==> src/rtl/mem_pkg.sv <==
// Shared memory-path definitions: size encodings, byte-mask bases,
// store FSM states and the latched-beat bundle.
package mem_pkg;

  localparam logic [1:0] SIZE_B = 2'b00;
  localparam logic [1:0] SIZE_H = 2'b01;
  localparam logic [1:0] SIZE_W = 2'b10;

  localparam logic [3:0] MASK_B = 4'b0001;
  localparam logic [3:0] MASK_H = 4'b0011;
  localparam logic [3:0] MASK_W = 4'b1111;

  typedef enum logic [2:0] {
    IDLE,
    WR0,
    WR1,
    DONE,
    ERR
  } state_t;

  typedef struct packed {
    logic [31:0] din;
    logic [3:0]  be;
  } lane_t;

endpackage

==> src/rtl/mem_store_align.sv <==
// Store lane alignment: shifts truncated store data and byte mask
// by the byte offset across a 64-bit (two-word) window.
module mem_store_align
  import mem_pkg::*;
(
  input  logic [1:0]  off,
  input  logic [1:0]  size,
  input  logic [31:0] wdata,
  output logic [63:0] data,
  output logic [7:0]  mask,
  output logic        split,
  output logic        illegal
);

  logic [31:0] trunc;
  logic [3:0]  base;

  always_comb begin
    trunc   = '0;
    base    = '0;
    illegal = 1'b0;
    unique case (1'b1)
      (size == SIZE_B): begin
        trunc = {24'b0, wdata[7:0]};
        base  = MASK_B;
      end
      (size == SIZE_H): begin
        trunc = {16'b0, wdata[15:0]};
        base  = MASK_H;
      end
      (size == SIZE_W): begin
        trunc = wdata;
        base  = MASK_W;
      end
      default: illegal = 1'b1;
    endcase
  end

  assign data  = {32'b0, trunc} << {off, 3'b000};
  assign mask  = {4'b0, base} << off;
  assign split = |mask[7:4];

endmodule

==> src/rtl/mem_write_manager.sv <==
// Store path: aligns MEM-stage stores to word memory and issues one
// or two word-aligned write beats under a valid/ready handshake.
module mem_write_manager
  import mem_pkg::*;
#(
  parameter int ADDR_W = 32
) (
  input  logic              clk,
  input  logic              rst_n,
  input  logic              req_valid,
  output logic              req_ready,
  input  logic [ADDR_W-1:0] req_addr,
  input  logic [31:0]       req_wdata,
  input  logic [1:0]        req_size,
  output logic              mem_we,
  output logic [ADDR_W-1:0] mem_addr,
  output logic [31:0]       mem_din,
  output logic [3:0]        mem_be,
  input  logic              mem_ready,
  output logic              store_done,
  output logic              store_split,
  output logic              store_err
);

  state_t            state;
  logic [ADDR_W-1:0] b1_addr;
  lane_t             b1;
  logic              split_q;

  logic [63:0]       al_data;
  logic [7:0]        al_mask;
  logic              al_split;
  logic              al_illegal;
  logic [ADDR_W-1:0] a0;

  assign a0 = {req_addr[ADDR_W-1:2], 2'b00};

  mem_store_align u_align (
    .off     (req_addr[1:0]),
    .size    (req_size),
    .wdata   (req_wdata),
    .data    (al_data),
    .mask    (al_mask),
    .split   (al_split),
    .illegal (al_illegal)
  );

  always_ff @(posedge clk or negedge rst_n) begin
    if (!rst_n) begin
      state       <= IDLE;
      req_ready   <= 1'b1;
      mem_we      <= 1'b0;
      mem_addr    <= '0;
      mem_din     <= '0;
      mem_be      <= '0;
      store_done  <= 1'b0;
      store_split <= 1'b0;
      store_err   <= 1'b0;
      b1_addr     <= '0;
      b1          <= '0;
      split_q     <= 1'b0;
    end else begin
      store_done  <= 1'b0;
      store_split <= 1'b0;
      store_err   <= 1'b0;
      unique case (state)
        IDLE: begin
          if (req_valid) begin
            req_ready <= 1'b0;
            if (al_illegal) begin
              store_err <= 1'b1;
              state     <= ERR;
            end else begin
              mem_we   <= 1'b1;
              mem_addr <= a0;
              mem_din  <= al_data[31:0];
              mem_be   <= al_mask[3:0];
              // address wraps mod 2^ADDR_W for the second word
              b1_addr  <= a0 + ADDR_W'(4);
              b1.din   <= al_data[63:32];
              b1.be    <= al_mask[7:4];
              split_q  <= al_split;
              state    <= WR0;
            end
          end
        end
        WR0: begin
          if (mem_ready) begin
            if (split_q) begin
              mem_addr <= b1_addr;
              mem_din  <= b1.din;
              mem_be   <= b1.be;
              state    <= WR1;
            end else begin
              mem_we      <= 1'b0;
              mem_be      <= '0;
              store_done  <= 1'b1;
              store_split <= split_q;
              state       <= DONE;
            end
          end
        end
        WR1: begin
          if (mem_ready) begin
            mem_we      <= 1'b0;
            mem_be      <= '0;
            store_done  <= 1'b1;
            store_split <= split_q;
            state       <= DONE;
          end
        end
        DONE, ERR: begin
          req_ready <= 1'b1;
          state     <= IDLE;
        end
        default: begin
          req_ready <= 1'b1;
          mem_we    <= 1'b0;
          mem_be    <= '0;
          state     <= IDLE;
        end
      endcase
    end
  end

endmodule

==> config.mk <==
export PLATFORM = sky130hd
export DESIGN_NAME = mem_write_manager
export DESIGN_NICKNAME = d
export VERILOG_FILES = /design/src/rtl/mem_pkg.sv /design/src/rtl/mem_store_align.sv /design/src/rtl/mem_write_manager.sv
export SDC_FILE = /design/constraint.sdc
export NUM_CORES = 1
export LEC_CHECK = 0
export CORE_MARGIN = 2
export CORE_UTILIZATION = 57
export CTS_BUF_LIST = sky130_fd_sc_hd__clkbuf_8
export DETAILED_ROUTE_END_ITERATION = 10
export GPL_TIMING_DRIVEN = 0
export PLACE_DENSITY = 0.88
export SETUP_SLACK_MARGIN = 0.02
export SLEW_MARGIN = 20
export SYNTH_ARGS = -nofsm -noshare
export SYNTH_HDL_FRONTEND = slang
export SYNTH_SLANG_ARGS = --single-unit
export TNS_END_PERCENT = 50
==> constraint.sdc <==
create_clock -name clk -period 4.4 [get_ports clk]
set_clock_uncertainty 0.2 [all_clocks]
set_input_delay 0.88 -clock clk [delete_from_list [all_inputs] [get_ports clk]]
set_output_delay 0.88 -clock clk [all_outputs]
set_load 0.02 [all_outputs]
==> reports/metrics.cfg <==
[power_and_ir_drop]
ir_drop_v=0.000584
power_uw=6060
p_leak_uw=0.00363
powerDensity_mw_per_mm2=698

[timing]
hold_viol=0
setup_viol=0
rsz0062_at_grt=no
min_period_over_period_pct=79.4
worstMarginPinSlew_ns=1.17
whs_ns=0.135
clock.fmax_ghz=0.286
period_needed_ns=3.49
slew_headroom_pct=22.0
finalSetupTns_ns=0
drv_slew=0

[synth]
synthTopCellsByArea=dfrtp_1, nand2_1, nor2_1
yosys.cell_types.count=59
synth-seq-cells=132
yosys_warnings=0
muxShareOfSynthArea_pct=1.20
synth-edff-count=0
async_flop_share_pct=100
synth_top_area_share_pct=49.2
netlist_area_mm2=0.00666
synth-xor-area-share_pct=3.82
synth_compound_area_share_pct=18.4
ys.flop_type=dfrtp_1
avgSynthCellArea_um2=9.18
synth_most_common_cell=dfrtp_1
synth_top_family_by_area=simple AND/OR/NAND/NOR gates
synth_top_area_cell=dfrtp_1
synth_adder_area_share_pct=0.940
syn_inst=725
yosys.area_share.simple_pct=21.7
seq_area_frac_synth_pct=49.6
netlist_top_cells_count=dfrtp_1, nand2_1, nor2_1, o21ai_0, clkbuf_1

[floorplan]
die_area_mm2=0.0126
start_util_pct=58.3
io_pins=143
coreArea_mm2=0.0114
die_w_um=112
die_h_um=112
std_cell_rows=39

[cts]
htreeDepth=4
cts_buffer_depth=2
cts_buffers=17
cts_sinks=132
cts_root_buffer=clkbuf_8
cts-resized-gates=0
cts_tree=built
cts_setup_buffers=0
clkSlewWorstSetupHoldPaths_ns=0.08
clock_latency_ns=0.45
postCtsHoldBufs=0

[route]
vias_per_cell=6.30
highest_layer=met4
first_pass_iters=5
routed-wl-met2_mm=9.93
met3_length_mm=2.04
drc=0
drt_iter0_markers=597
drt-met1-wl_mm=8.31
drtAntennaViolNets=0
wl_mm=21.0
wl_per_cell_um=20.2
via_count=6556

[grt]
overflow=0
gr-usage-all-layers_pct=34.4
grt_pass1_wl_mm=33.9
grt_max_degree=79
grt_pass1_vias=6484
antenna_found_initial=0

[worst_setup_path]
worstSetupEndpointType=flop
critPathRequiredTime_ns=4.58
worstPathArrival_ns=3.67
critPathKind=input port to flop
path_max_fanout=10
cp-start-kind=input port

[placement]
place_congestion=0.979
io_buffer_count=138
dp.final_hpwl_mm=15.3

[cells_and_area]
area_growth_pct=30.4
drive_above_1_share_pct=8.70
n_antenna_cell=0
nets=959

[min_path]
hold_path_class=input port to async pin

[job]
maxCapViolations=0

[run_status]
status=finished clean

[cell families after synthesis]
family          after synthesis
compound gates              177
mux                           8
buf+inv                      66
fa+ha+maj                     5
other cells                   1
simple gates                307
xor+xnor                     29
flops                       132
[metrics by stage]
stage | worst slack (ns) | cells | area, um2 | utilization, %
after global routing | 0.742 | 1040 | 8680 | 76.0
after global placement | -2.76 | 1007 | 8220 | 72.0
after CTS | 1.00 | 1040 | 8680 | 76.0
final | 0.908 | 1040 | 8680 | 76.0
after detailed placement | 0.512 | 1008 | 8260 | 72.3
after floorplan | 1.56 | 726 | 6660 | -
[critical path: stages]
cell,delay (ns)
clkdlybuf4s50_1,0.45
inv_1,0.11
ha_1,0.15
buf_2,0.20
or2_2,0.15
buf_4,0.16
nor3b_1,0.95
a22o_1,0.34
a221oi_1,0.12
nor2_1,0.15
[sequential cells by signal (all words and copies together) (netlist names)]
name         cells
b1              27
store_err        1
mem_be           4
state            3
store_done       1
mem_din         32
b1_addr         30
mem_addr        30
mem_we           1
req_ready        1
store_split      1
split_q          1
[metal layers]
metal | track usage [%] | up-vias
met1 | 46.3 | 3148
met2 | 55.9 | 433
met5 | 0 | -
met3 | 7.18 | 83
li1 | - | 2892
met4 | 12.9 | 0
[power by group]
| part | internal (uW) | switching, uW | total [uW] |
|---|---|---|---|
| clock network | 588 | 496 | 1080 |
| registers | 1740 | 313 | 2060 |
| logic | 1160 | 1770 | 2920 |
| total | 3490 | 2580 | 6060 |
[path summary, 6_finish.rpt]
path,to,start,cells after the start,slack [ns]
hold reg to reg,b1[1],b1[1],2,0.29
setup reg to reg,mem_din[2],state[2],6,1.71
min in group clk,b1[1],b1[1],2,0.29
hold / removal,store_err,rst_n,1,0.13
max in group asynchronous,mem_addr[10],rst_n,2,3.16
setup / recovery,mem_din[11],req_size[0],10,0.91
[final cells by class]
| cell class | count | area (um2) |
|---|---|---|
| repair buffers | 139 | 1410 |
| inverters | 10 | 37.5 |
| clock buffers | 19 | 262 |
| flip-flops and latches | 132 | 3300 |
| plain buffers | 56 | 248 |
| well taps | 143 | 179 |
| fillers | 841 | 2740 |
| multi-input cells | 528 | 3080 |
| clock inverters | 13 | 159 |
[layout by cell type (no fill, tap or decap), types with 4 or more instances in the layout]
master           count
buf_2               12
clkbuf_8            19
a21oi_1             12
nand2_1            130
clkdlybuf4s50_1    137
nor2_1              98
clkinv_4             4
buf_4                4
nor4_2               7
a31oi_1             31
mux2i_1              8
a32oi_1              4
a221o_1              8
ha_1                 5
dfrtp_1            131
a32o_1               5
o21ai_0             43
nand2b_1             4
inv_1               11
xnor2_1             22
nor2b_1              4
a221oi_1            26
nor3_1              12
o21ai_1             10
nand3_1             15
nor3_2               6
o31ai_1              8
a22o_1              16
nand4_1              5
clkbuf_1            37
xor2_1               7
Note: power is estimated with default switching activity, not from simulation.
